--- src/rtl/rv_mc_ctl_pkg.sv ---
// Shared types and encodings for the multicycle RISC-V controller (rv_mc_ctl):
// state enum, opcode/funct3 patterns, trap cause codes and datapath select values.
package rv_ctl_pkg;

  typedef enum logic [3:0] {
    S_FETCH,
    S_DECODE,
    S_MEM_ADDR,
    S_LW_MEM,
    S_LW_WB,
    S_SW_MEM,
    S_RTYPE_ALU,
    S_ITYPE_ALU,
    S_ALU_WB,
    S_BR_EXEC,
    S_JAL_EXEC,
    S_TRAP
  } state_t;

  localparam logic [6:0] OP_LOAD   = 7'b0000011;
  localparam logic [6:0] OP_STORE  = 7'b0100011;
  localparam logic [6:0] OP_RTYPE  = 7'b0110011;
  localparam logic [6:0] OP_IALU   = 7'b0010011;
  localparam logic [6:0] OP_BRANCH = 7'b1100011;
  localparam logic [6:0] OP_JAL    = 7'b1101111;

  localparam logic [2:0] F3_W   = 3'b010;
  localparam logic [2:0] F3_BEQ = 3'b000;
  localparam logic [2:0] F3_BNE = 3'b001;
  localparam logic [2:0] F3_SR  = 3'b101;

  localparam logic [1:0] TC_NONE    = 2'd0;
  localparam logic [1:0] TC_ILLEGAL = 2'd1;
  localparam logic [1:0] TC_TIMEOUT = 2'd2;

  localparam logic       PC_INC    = 1'b0;
  localparam logic       PC_ALU    = 1'b1;
  localparam logic [1:0] WB_PC     = 2'd0;
  localparam logic [1:0] WB_ALUOUT = 2'd1;
  localparam logic [1:0] WB_MDR    = 2'd2;
  localparam logic [1:0] IMM_I     = 2'd0;
  localparam logic [1:0] IMM_S     = 2'd1;
  localparam logic [1:0] IMM_B     = 2'd2;
  localparam logic [1:0] IMM_J     = 2'd3;
  localparam logic [1:0] ALUA_REG  = 2'd0;
  localparam logic [1:0] ALUA_PCC  = 2'd1;
  localparam logic [1:0] ALUB_REG  = 2'd0;
  localparam logic [1:0] ALUB_IMM  = 2'd1;
  localparam logic [3:0] ALU_ADD   = 4'b0000;
  localparam logic [3:0] ALU_SUB   = 4'b0001;

  // Successor of DECODE; anything not recognised here is an illegal instruction.
  function automatic state_t decode_next(input logic [6:0] op, input logic [2:0] f3);
    if ((op == OP_LOAD || op == OP_STORE) && f3 == F3_W) return S_MEM_ADDR;
    if (op == OP_RTYPE)                                  return S_RTYPE_ALU;
    if (op == OP_IALU)                                   return S_ITYPE_ALU;
    if (op == OP_BRANCH && (f3 == F3_BEQ || f3 == F3_BNE)) return S_BR_EXEC;
    if (op == OP_JAL)                                    return S_JAL_EXEC;
    return S_TRAP;
  endfunction

  function automatic logic is_mem_state(input state_t s);
    return (s == S_FETCH) || (s == S_LW_MEM) || (s == S_SW_MEM);
  endfunction

endpackage

--- src/rtl/rv_mc_ctl_if.sv ---
// Control-plane bundle between rv_mc_ctl (master) and the IR/datapath/memory side (slave).
interface rv_mc_ctl_if;
  logic [31:0] instr;
  logic        zero;
  logic        mem_ack;
  logic        mem_req;
  logic        memrw;
  logic        pcsourse;
  logic        pcwrite;
  logic        pccen;
  logic        irwrite;
  logic        mdrwrite;
  logic        regwen;
  logic [1:0]  wbsel;
  logic [1:0]  immsel;
  logic [1:0]  asel;
  logic [1:0]  bsel;
  logic [3:0]  alusel;
  logic        trap;
  logic [1:0]  trap_cause;

  modport master (
    input  instr, zero, mem_ack,
    output mem_req, memrw, pcsourse, pcwrite, pccen, irwrite, mdrwrite, regwen,
           wbsel, immsel, asel, bsel, alusel, trap, trap_cause
  );

  modport slave (
    output instr, zero, mem_ack,
    input  mem_req, memrw, pcsourse, pcwrite, pccen, irwrite, mdrwrite, regwen,
           wbsel, immsel, asel, bsel, alusel, trap, trap_cause
  );
endinterface

--- src/rtl/rv_mc_ctl_mem_wait.sv ---
// rv_mem_wait: counts unacknowledged memory request cycles and flags a timeout
// when the count reaches MAX_WAIT without an ack (MAX_WAIT = 0 disables it).
module rv_mem_wait #(
  parameter int WAIT_W   = 4,
  parameter int MAX_WAIT = 15
) (
  input  logic clk,
  input  logic rst,
  input  logic req,
  input  logic ack,
  input  logic clr,
  output logic timeout
);

  logic [WAIT_W-1:0] r_cnt;

  always_ff @(posedge clk) begin
    if (rst || clr) begin
      r_cnt <= '0;
    end else if (req && !ack) begin
      r_cnt <= r_cnt + 1'b1;
    end
  end

  // An ack arriving on the limit cycle still completes the access.
  assign timeout = (MAX_WAIT != 0) && req && !ack && (r_cnt == WAIT_W'(MAX_WAIT));

endmodule

--- src/rtl/rv_mc_ctl.sv ---
// rv_mc_ctl: multicycle RISC-V control FSM with memory handshake, wait timeout and
// sticky trap. Define RV_CTL_PERF_EN to add the CNT_W-bit retired-instruction counter.
module rv_mc_ctl
  import rv_ctl_pkg::*;
#(
  parameter int WAIT_W   = 4,
  parameter int MAX_WAIT = 15
`ifdef RV_CTL_PERF_EN
  ,
  parameter int CNT_W    = 32
`endif
) (
  input  logic clk,
  input  logic rst,
  rv_mc_ctl_if.master bus
`ifdef RV_CTL_PERF_EN
  ,
  output logic [CNT_W-1:0] retired
`endif
);

  state_t      r_state;
  state_t      w_next;
  logic [1:0]  r_cause;
  logic [1:0]  w_cause_nxt;
  logic        w_req;
  logic        w_clr;
  logic        w_timeout;
  logic [6:0]  w_op;
  logic [2:0]  w_f3;
  logic        w_b30;
  logic        w_unused;

  assign w_op     = bus.instr[6:0];
  assign w_f3     = bus.instr[14:12];
  assign w_b30    = bus.instr[30];
  assign w_unused = ^{bus.instr[31], bus.instr[29:15], bus.instr[11:7]};

  assign w_req = is_mem_state(r_state);
  assign w_clr = is_mem_state(w_next) && (w_next != r_state);

  rv_mem_wait #(
    .WAIT_W  (WAIT_W),
    .MAX_WAIT(MAX_WAIT)
  ) u_wait (
    .clk    (clk),
    .rst    (rst),
    .req    (w_req),
    .ack    (bus.mem_ack),
    .clr    (w_clr),
    .timeout(w_timeout)
  );

  always_comb begin
    w_next      = r_state;
    w_cause_nxt = TC_NONE;
    case (r_state)
      S_FETCH: begin
        if (bus.mem_ack)    w_next = S_DECODE;
        else if (w_timeout) begin w_next = S_TRAP; w_cause_nxt = TC_TIMEOUT; end
      end
      S_DECODE: begin
        w_next = decode_next(w_op, w_f3);
        if (w_next == S_TRAP) w_cause_nxt = TC_ILLEGAL;
      end
      S_MEM_ADDR: w_next = (w_op == OP_STORE) ? S_SW_MEM : S_LW_MEM;
      S_LW_MEM: begin
        if (bus.mem_ack)    w_next = S_LW_WB;
        else if (w_timeout) begin w_next = S_TRAP; w_cause_nxt = TC_TIMEOUT; end
      end
      S_SW_MEM: begin
        if (bus.mem_ack)    w_next = S_FETCH;
        else if (w_timeout) begin w_next = S_TRAP; w_cause_nxt = TC_TIMEOUT; end
      end
      S_LW_WB, S_ALU_WB, S_BR_EXEC, S_JAL_EXEC: w_next = S_FETCH;
      S_RTYPE_ALU, S_ITYPE_ALU:                 w_next = S_ALU_WB;
      S_TRAP:                                   w_next = S_TRAP;
      default:                                  w_next = S_FETCH;
    endcase
  end

  always_ff @(posedge clk) begin
    if (rst) begin
      r_state <= S_FETCH;
      r_cause <= TC_NONE;
    end else begin
      r_state <= w_next;
      if (w_next == S_TRAP && r_state != S_TRAP) r_cause <= w_cause_nxt;
    end
  end

  always_comb begin
    bus.mem_req  = w_req;
    bus.memrw    = 1'b0;
    bus.pcsourse = PC_INC;
    bus.pcwrite  = 1'b0;
    bus.pccen    = 1'b0;
    bus.irwrite  = 1'b0;
    bus.mdrwrite = 1'b0;
    bus.regwen   = 1'b0;
    bus.wbsel    = WB_PC;
    bus.immsel   = IMM_B;
    bus.asel     = ALUA_REG;
    bus.bsel     = ALUB_REG;
    bus.alusel   = ALU_ADD;
    case (r_state)
      S_FETCH: begin
        bus.irwrite = bus.mem_ack;
        bus.pcwrite = bus.mem_ack;
        bus.pccen   = bus.mem_ack;
      end
      // Branch target is computed here so BR_EXEC only needs the compare.
      S_DECODE: begin
        bus.asel   = ALUA_PCC;
        bus.bsel   = ALUB_IMM;
        bus.immsel = IMM_B;
      end
      S_MEM_ADDR: begin
        bus.bsel   = ALUB_IMM;
        bus.immsel = (w_op == OP_STORE) ? IMM_S : IMM_I;
      end
      S_LW_MEM: bus.mdrwrite = bus.mem_ack;
      S_LW_WB: begin
        bus.wbsel  = WB_MDR;
        bus.regwen = 1'b1;
      end
      S_SW_MEM:    bus.memrw = 1'b1;
      S_RTYPE_ALU: bus.alusel = {w_f3, w_b30};
      S_ITYPE_ALU: begin
        bus.bsel   = ALUB_IMM;
        bus.immsel = IMM_I;
        bus.alusel = (w_f3 == F3_SR) ? {w_f3, w_b30} : {w_f3, 1'b0};
      end
      S_ALU_WB: begin
        bus.wbsel  = WB_ALUOUT;
        bus.regwen = 1'b1;
      end
      S_BR_EXEC: begin
        bus.alusel   = ALU_SUB;
        bus.pcsourse = PC_ALU;
        bus.pcwrite  = (w_f3 == F3_BEQ) ? bus.zero : !bus.zero;
      end
      S_JAL_EXEC: begin
        bus.asel     = ALUA_PCC;
        bus.bsel     = ALUB_IMM;
        bus.immsel   = IMM_J;
        bus.pcsourse = PC_ALU;
        bus.pcwrite  = 1'b1;
        bus.regwen   = 1'b1;
        bus.wbsel    = WB_PC;
      end
      default: ;
    endcase
  end

  assign bus.trap       = (r_state == S_TRAP);
  assign bus.trap_cause = r_cause;

`ifdef RV_CTL_PERF_EN
  logic [CNT_W-1:0] r_retired;
  logic             w_retire;

  assign w_retire = (r_state == S_LW_WB) || (r_state == S_ALU_WB) ||
                    (r_state == S_BR_EXEC) || (r_state == S_JAL_EXEC) ||
                    ((r_state == S_SW_MEM) && bus.mem_ack);

  always_ff @(posedge clk) begin
    if (rst)           r_retired <= '0;
    else if (w_retire) r_retired <= r_retired + 1'b1;
  end

  assign retired = r_retired;
`endif

endmodule

--- src/flat_wrapper.sv ---
// flat-port wrapper written by rule: the top's interface ports become plain ports
module rv_mc_ctl_flat import rv_ctl_pkg::*;
#(
  parameter int WAIT_W   = 4,
  parameter int MAX_WAIT = 15

)
  (clk, rst, bus_instr, bus_zero, bus_mem_ack, bus_mem_req, bus_memrw, bus_pcsourse, bus_pcwrite, bus_pccen, bus_irwrite, bus_mdrwrite, bus_regwen, bus_wbsel, bus_immsel, bus_asel, bus_bsel, bus_alusel, bus_trap, bus_trap_cause);
  rv_mc_ctl_if bus_i ();
  input  logic clk;
  input  logic rst;
  input wire logic [$bits(bus_i.instr)-1:0] bus_instr;
  input wire logic [$bits(bus_i.zero)-1:0] bus_zero;
  input wire logic [$bits(bus_i.mem_ack)-1:0] bus_mem_ack;
  output wire logic [$bits(bus_i.mem_req)-1:0] bus_mem_req;
  output wire logic [$bits(bus_i.memrw)-1:0] bus_memrw;
  output wire logic [$bits(bus_i.pcsourse)-1:0] bus_pcsourse;
  output wire logic [$bits(bus_i.pcwrite)-1:0] bus_pcwrite;
  output wire logic [$bits(bus_i.pccen)-1:0] bus_pccen;
  output wire logic [$bits(bus_i.irwrite)-1:0] bus_irwrite;
  output wire logic [$bits(bus_i.mdrwrite)-1:0] bus_mdrwrite;
  output wire logic [$bits(bus_i.regwen)-1:0] bus_regwen;
  output wire logic [$bits(bus_i.wbsel)-1:0] bus_wbsel;
  output wire logic [$bits(bus_i.immsel)-1:0] bus_immsel;
  output wire logic [$bits(bus_i.asel)-1:0] bus_asel;
  output wire logic [$bits(bus_i.bsel)-1:0] bus_bsel;
  output wire logic [$bits(bus_i.alusel)-1:0] bus_alusel;
  output wire logic [$bits(bus_i.trap)-1:0] bus_trap;
  output wire logic [$bits(bus_i.trap_cause)-1:0] bus_trap_cause;
  assign bus_i.instr = bus_instr;
  assign bus_i.zero = bus_zero;
  assign bus_i.mem_ack = bus_mem_ack;
  assign bus_mem_req = bus_i.mem_req;
  assign bus_memrw = bus_i.memrw;
  assign bus_pcsourse = bus_i.pcsourse;
  assign bus_pcwrite = bus_i.pcwrite;
  assign bus_pccen = bus_i.pccen;
  assign bus_irwrite = bus_i.irwrite;
  assign bus_mdrwrite = bus_i.mdrwrite;
  assign bus_regwen = bus_i.regwen;
  assign bus_wbsel = bus_i.wbsel;
  assign bus_immsel = bus_i.immsel;
  assign bus_asel = bus_i.asel;
  assign bus_bsel = bus_i.bsel;
  assign bus_alusel = bus_i.alusel;
  assign bus_trap = bus_i.trap;
  assign bus_trap_cause = bus_i.trap_cause;
  rv_mc_ctl #(.WAIT_W(WAIT_W), .MAX_WAIT(MAX_WAIT)) u_core (.clk(clk), .rst(rst), .bus(bus_i));
endmodule
--- config.mk ---
export PLATFORM = sky130hd
export DESIGN_NAME = rv_mc_ctl_flat
export DESIGN_NICKNAME = d
export VERILOG_FILES = /design/src/rtl/rv_mc_ctl_pkg.sv /design/src/rtl/rv_mc_ctl_if.sv /design/src/rtl/rv_mc_ctl_mem_wait.sv /design/src/rtl/rv_mc_ctl.sv /design/src/flat_wrapper.sv
export SDC_FILE = /design/constraint.sdc
export NUM_CORES = 1
export LEC_CHECK = 0
export ABC_AREA = 1
export CAP_MARGIN = 20
export CORE_MARGIN = 5
export CORE_UTILIZATION = 34
export DETAILED_ROUTE_END_ITERATION = 8
export PLACE_DENSITY = 0.82
export SYNTH_ARGS = -nofsm -noshare
export SYNTH_HDL_FRONTEND = slang
export SYNTH_SLANG_ARGS = --single-unit
--- constraint.sdc ---
create_clock -name clk -period 1.5 [get_ports clk]
set_input_delay 0.375 -clock clk [delete_from_list [all_inputs] [get_ports clk]]
set_output_delay 0.375 -clock clk [all_outputs]
set_load 0.1 [all_outputs]
==> flow_summary.toml <==
[sta]
maxSlewViolCount = 0
min_period_ns = 2.03
clock.fmax_ghz = 0.493
setup_ws_ns = -0.527
finalCritPeriodShare_pct = 135
finalSetupViolations = 29
hold_viol = 0
rsz0062_at_grt = "yes"
clock_skew_ns = 0.00954
holdWs_ns = 0.530

[synth]
ys_ff_latch = 10
post_synth_num_cell_types = 26
synth-xor-area-share_pct = 2.63
ys_async_sr_fraction_pct = 0
ys_warn_count = 0
yosysTopAreaCellShare_pct = 20.1
seq_area_frac_synth_pct = 20.1
synthCells = 176
synth_edf_count = 0
synth_fa_ha_area_share_pct = 1.25
synth_top_area_cell = "dfxtp_1"
synth_top_family_by_area = "simple AND/OR/NAND/NOR gates"
post_synth_mux_area_share_pct = 1.00
synth_area_sq_um = 998
synth-simple-area-share_pct = 52.5
ys.flop_type = "dfxtp_1"
netlist_top_cells_area = "dfxtp_1, nor2_1, nand2_1, inv_1, nand3_1"
synth_compound_area_share_pct = 6.77
synth_area_per_cell_sq_um = 5.67

[clock_network]
cts_buffers = 3
tritoncts = "yes"
htree_levels = 1
holdBufCountCts = 0
cts_sinks = 10
clkLatencyLatePin_ns = 0.27
clkTransAtPathRegs_ns = 0.06
root_buffer = "clkbuf_4"
clock_path_buffers = 2

[hold_path]
hold_class = "flop to flop"
hold_depth = 2
hp-start = "u_core.bus.trap_cause[1]$_SDFFE_PP0P_"
hold_end = "u_core.bus.trap_cause[1]$_SDFFE_PP0P_"

[pwr]
combinationalPowerShare_pct = 88.4
p_seq_share_pct = 8.1
p_clk_share_pct = 3.5
p_int_uw = 2350
totalPowerFinal_uw = 5580
switching_share_pct = 57.9
p_leak_uw = 0.00117
max-vdd-ir-drop_mv = 3.15
power.density_nw_per_um2 = 2220
power.switching_uw = 3230

[final_layout]
final_cell_mix = "buf_4, buf_12, nor2_4, nand2_1, buf_6"
final_nets = 305
final_common_cell = "buf_4"
drive_above_1_share_pct = 64.0
area_growth_pct = 151
antenna_cells = 0
final_cell_area_sq_um = 2510

[placement]
pre_cts_ws_ns = -0.713
portBuffers = 35
routabilityCongestion = 0.906
dp_hpwl_microns = 2980
dpl_cell_area_sq_um = 2100

[route]
wl_per_cell_microns = 22.3
drtIter0Drc = 211
vias = 1788
drt-pass1-iter-count = 5
final_antenna_net_count = 0
route.detailed.drc = 0
wirelength_microns = 6650
via_per_inst = 6.00

[floorplanning]
dieWidth_microns = 64.2
die_area_sq_um = 4120
io_pins = 59
rows = 19
die_h_microns = 64.2
initial_core_util_pct = 35.9
coreArea_sq_um = 2780

[global_routing]
track_usage_pct = 23.3
grt_remaining_overflow = 0
grt_start_max_net_pins = 7
grt_pass1_wl_microns = 7600
grt_pass1_vias = 1612
antenna_found_initial = 0

[outcome]
run_status = "finished with violations"
violations = "negative setup slack"

[worst_setup_path]
worst_path_max_delay_cell = "clkdlybuf4s50_1"
worst-endpoint-arrival_ns = 1.65
r2r-start = "u_core.r_state[1]$_SDFF_PP0_"
critical_path.top_delay_family = "buffers and inverters"
cp-start-kind = "primary input"
worstPathRequired_ns = 1.12
critPathCaptureType = "output port"
path_cells = "clkdlybuf4s50_1, and3_1, o21ai_1, nand3b_1, buf_12"
r2r_cells = 14
cpPeakStageDelay_ns = 0.48
crit_type = "primary input to output port"
critPathBufInv = 2
crit_fanout = 2
r2r-end = "u_core.u_wait.r_cnt[0]$_SDFFE_PP0P_"
rrSetupSlack_ns = -0.43

[run]
drv_cap = 0
## flip-flops by register name, indices dropped and copies added, names as in the netlist
signal,flops
u_core.bus.trap_cause,2
u_core.r_state,4
u_core.u_wait.r_cnt,4
## worst max-delay path by stage
stage               cells after the start                          from                             endpoint
global placement                       14                  bus_instr[1]  u_core.u_wait.r_cnt[0]$_SDFFE_PP0P_
CTS                                     7  u_core.r_state[0]$_SDFF_PP0_                          bus_pcwrite
finish                                  5                      bus_zero                          bus_pcwrite
detailed placement                     15                  bus_instr[3]  u_core.u_wait.r_cnt[1]$_SDFFE_PP0P_
global route                            7  u_core.r_state[0]$_SDFF_PP0_                          bus_pcwrite
floorplan                               5  u_core.r_state[0]$_SDFF_PP0_                          bus_pcwrite
## synthesized netlist by cell type (2+ instances only)
library cell / n
nand3_1: 21
o21ai_0: 3
nand3_4: 2
dfxtp_1: 10
nand3b_1: 2
nand2_1: 34
a21oi_1: 6
xor2_1: 2
nor2_2: 2
inv_1: 32
nand2_2: 6
nand4_1: 3
nor2_1: 36
nor3_1: 2
buf_4: 4
## final cells by class
cell class	count	area [sq um]
Clock buffer	4	26.3
Sequential cell	10	215
Fill cell	104	272
Multi-Input combinational cell	130	1050
Tap cell	31	38.8
Inverter	33	144
Timing Repair Buffer	90	1030
## through the flow
step | instances | TNS, ns | utilization [%]
2_1_floorplan | 177 | -4.94 | -
3_3_place_gp | 277 | -8.27 | 75.3
3_5_place_dp | 277 | -9.69 | 75.3
4_1_cts | 294 | -6.89 | 83.9
5_1_grt | 298 | -11.07 | 90.2
6_report | 298 | -9.74 | 90.2
## power groups by stage
stage	clock [uW]	sequential, uW	combinational (uW)
final	194	452	4930
after global routing	212	456	5060
after CTS	194	454	4280
after detailed placement	0	438	3880
after global placement	0	431	3820
after floorplan	0	491	2410
## worst register-to-register path, delay by kind of cell (launching register included)
kind | cells | cell delay [ns]
buffers and inverters | 4 | 0.45
AOI/OAI and AO/OA | 1 | 0.15
DFF | 1 | 0.37
and+or+nand+nor | 9 | 0.93
## cell families after synthesis
group / Yosys count
AND/OR/NAND/NOR: 111
multiplexers: 1
XOR/XNOR: 3
other: 1
buffers and inverters: 37
AO/OA/AOI/OAI: 12
flip-flops: 10
adder cells (fa/ha/maj): 1
## repair_timing
action	CTS	global route
endpoints found under the hold margin	0	0
resized for setup	53	42
buffers inserted	13	4
pin swaps	22	27
setup endpoints to repair	28	29
## metal layers
metal	routed length (microns)	share of wire (%)	GRT usage, %	vias up
met4	601	9.0	16.0	0
met3	597	9.0	2.98	59
met2	3120	47	43.2	169
met1	2320	35	23.8	822
met5	0	0	0	-
li1	-	-	-	738
(Power assumes the default switching activity.)
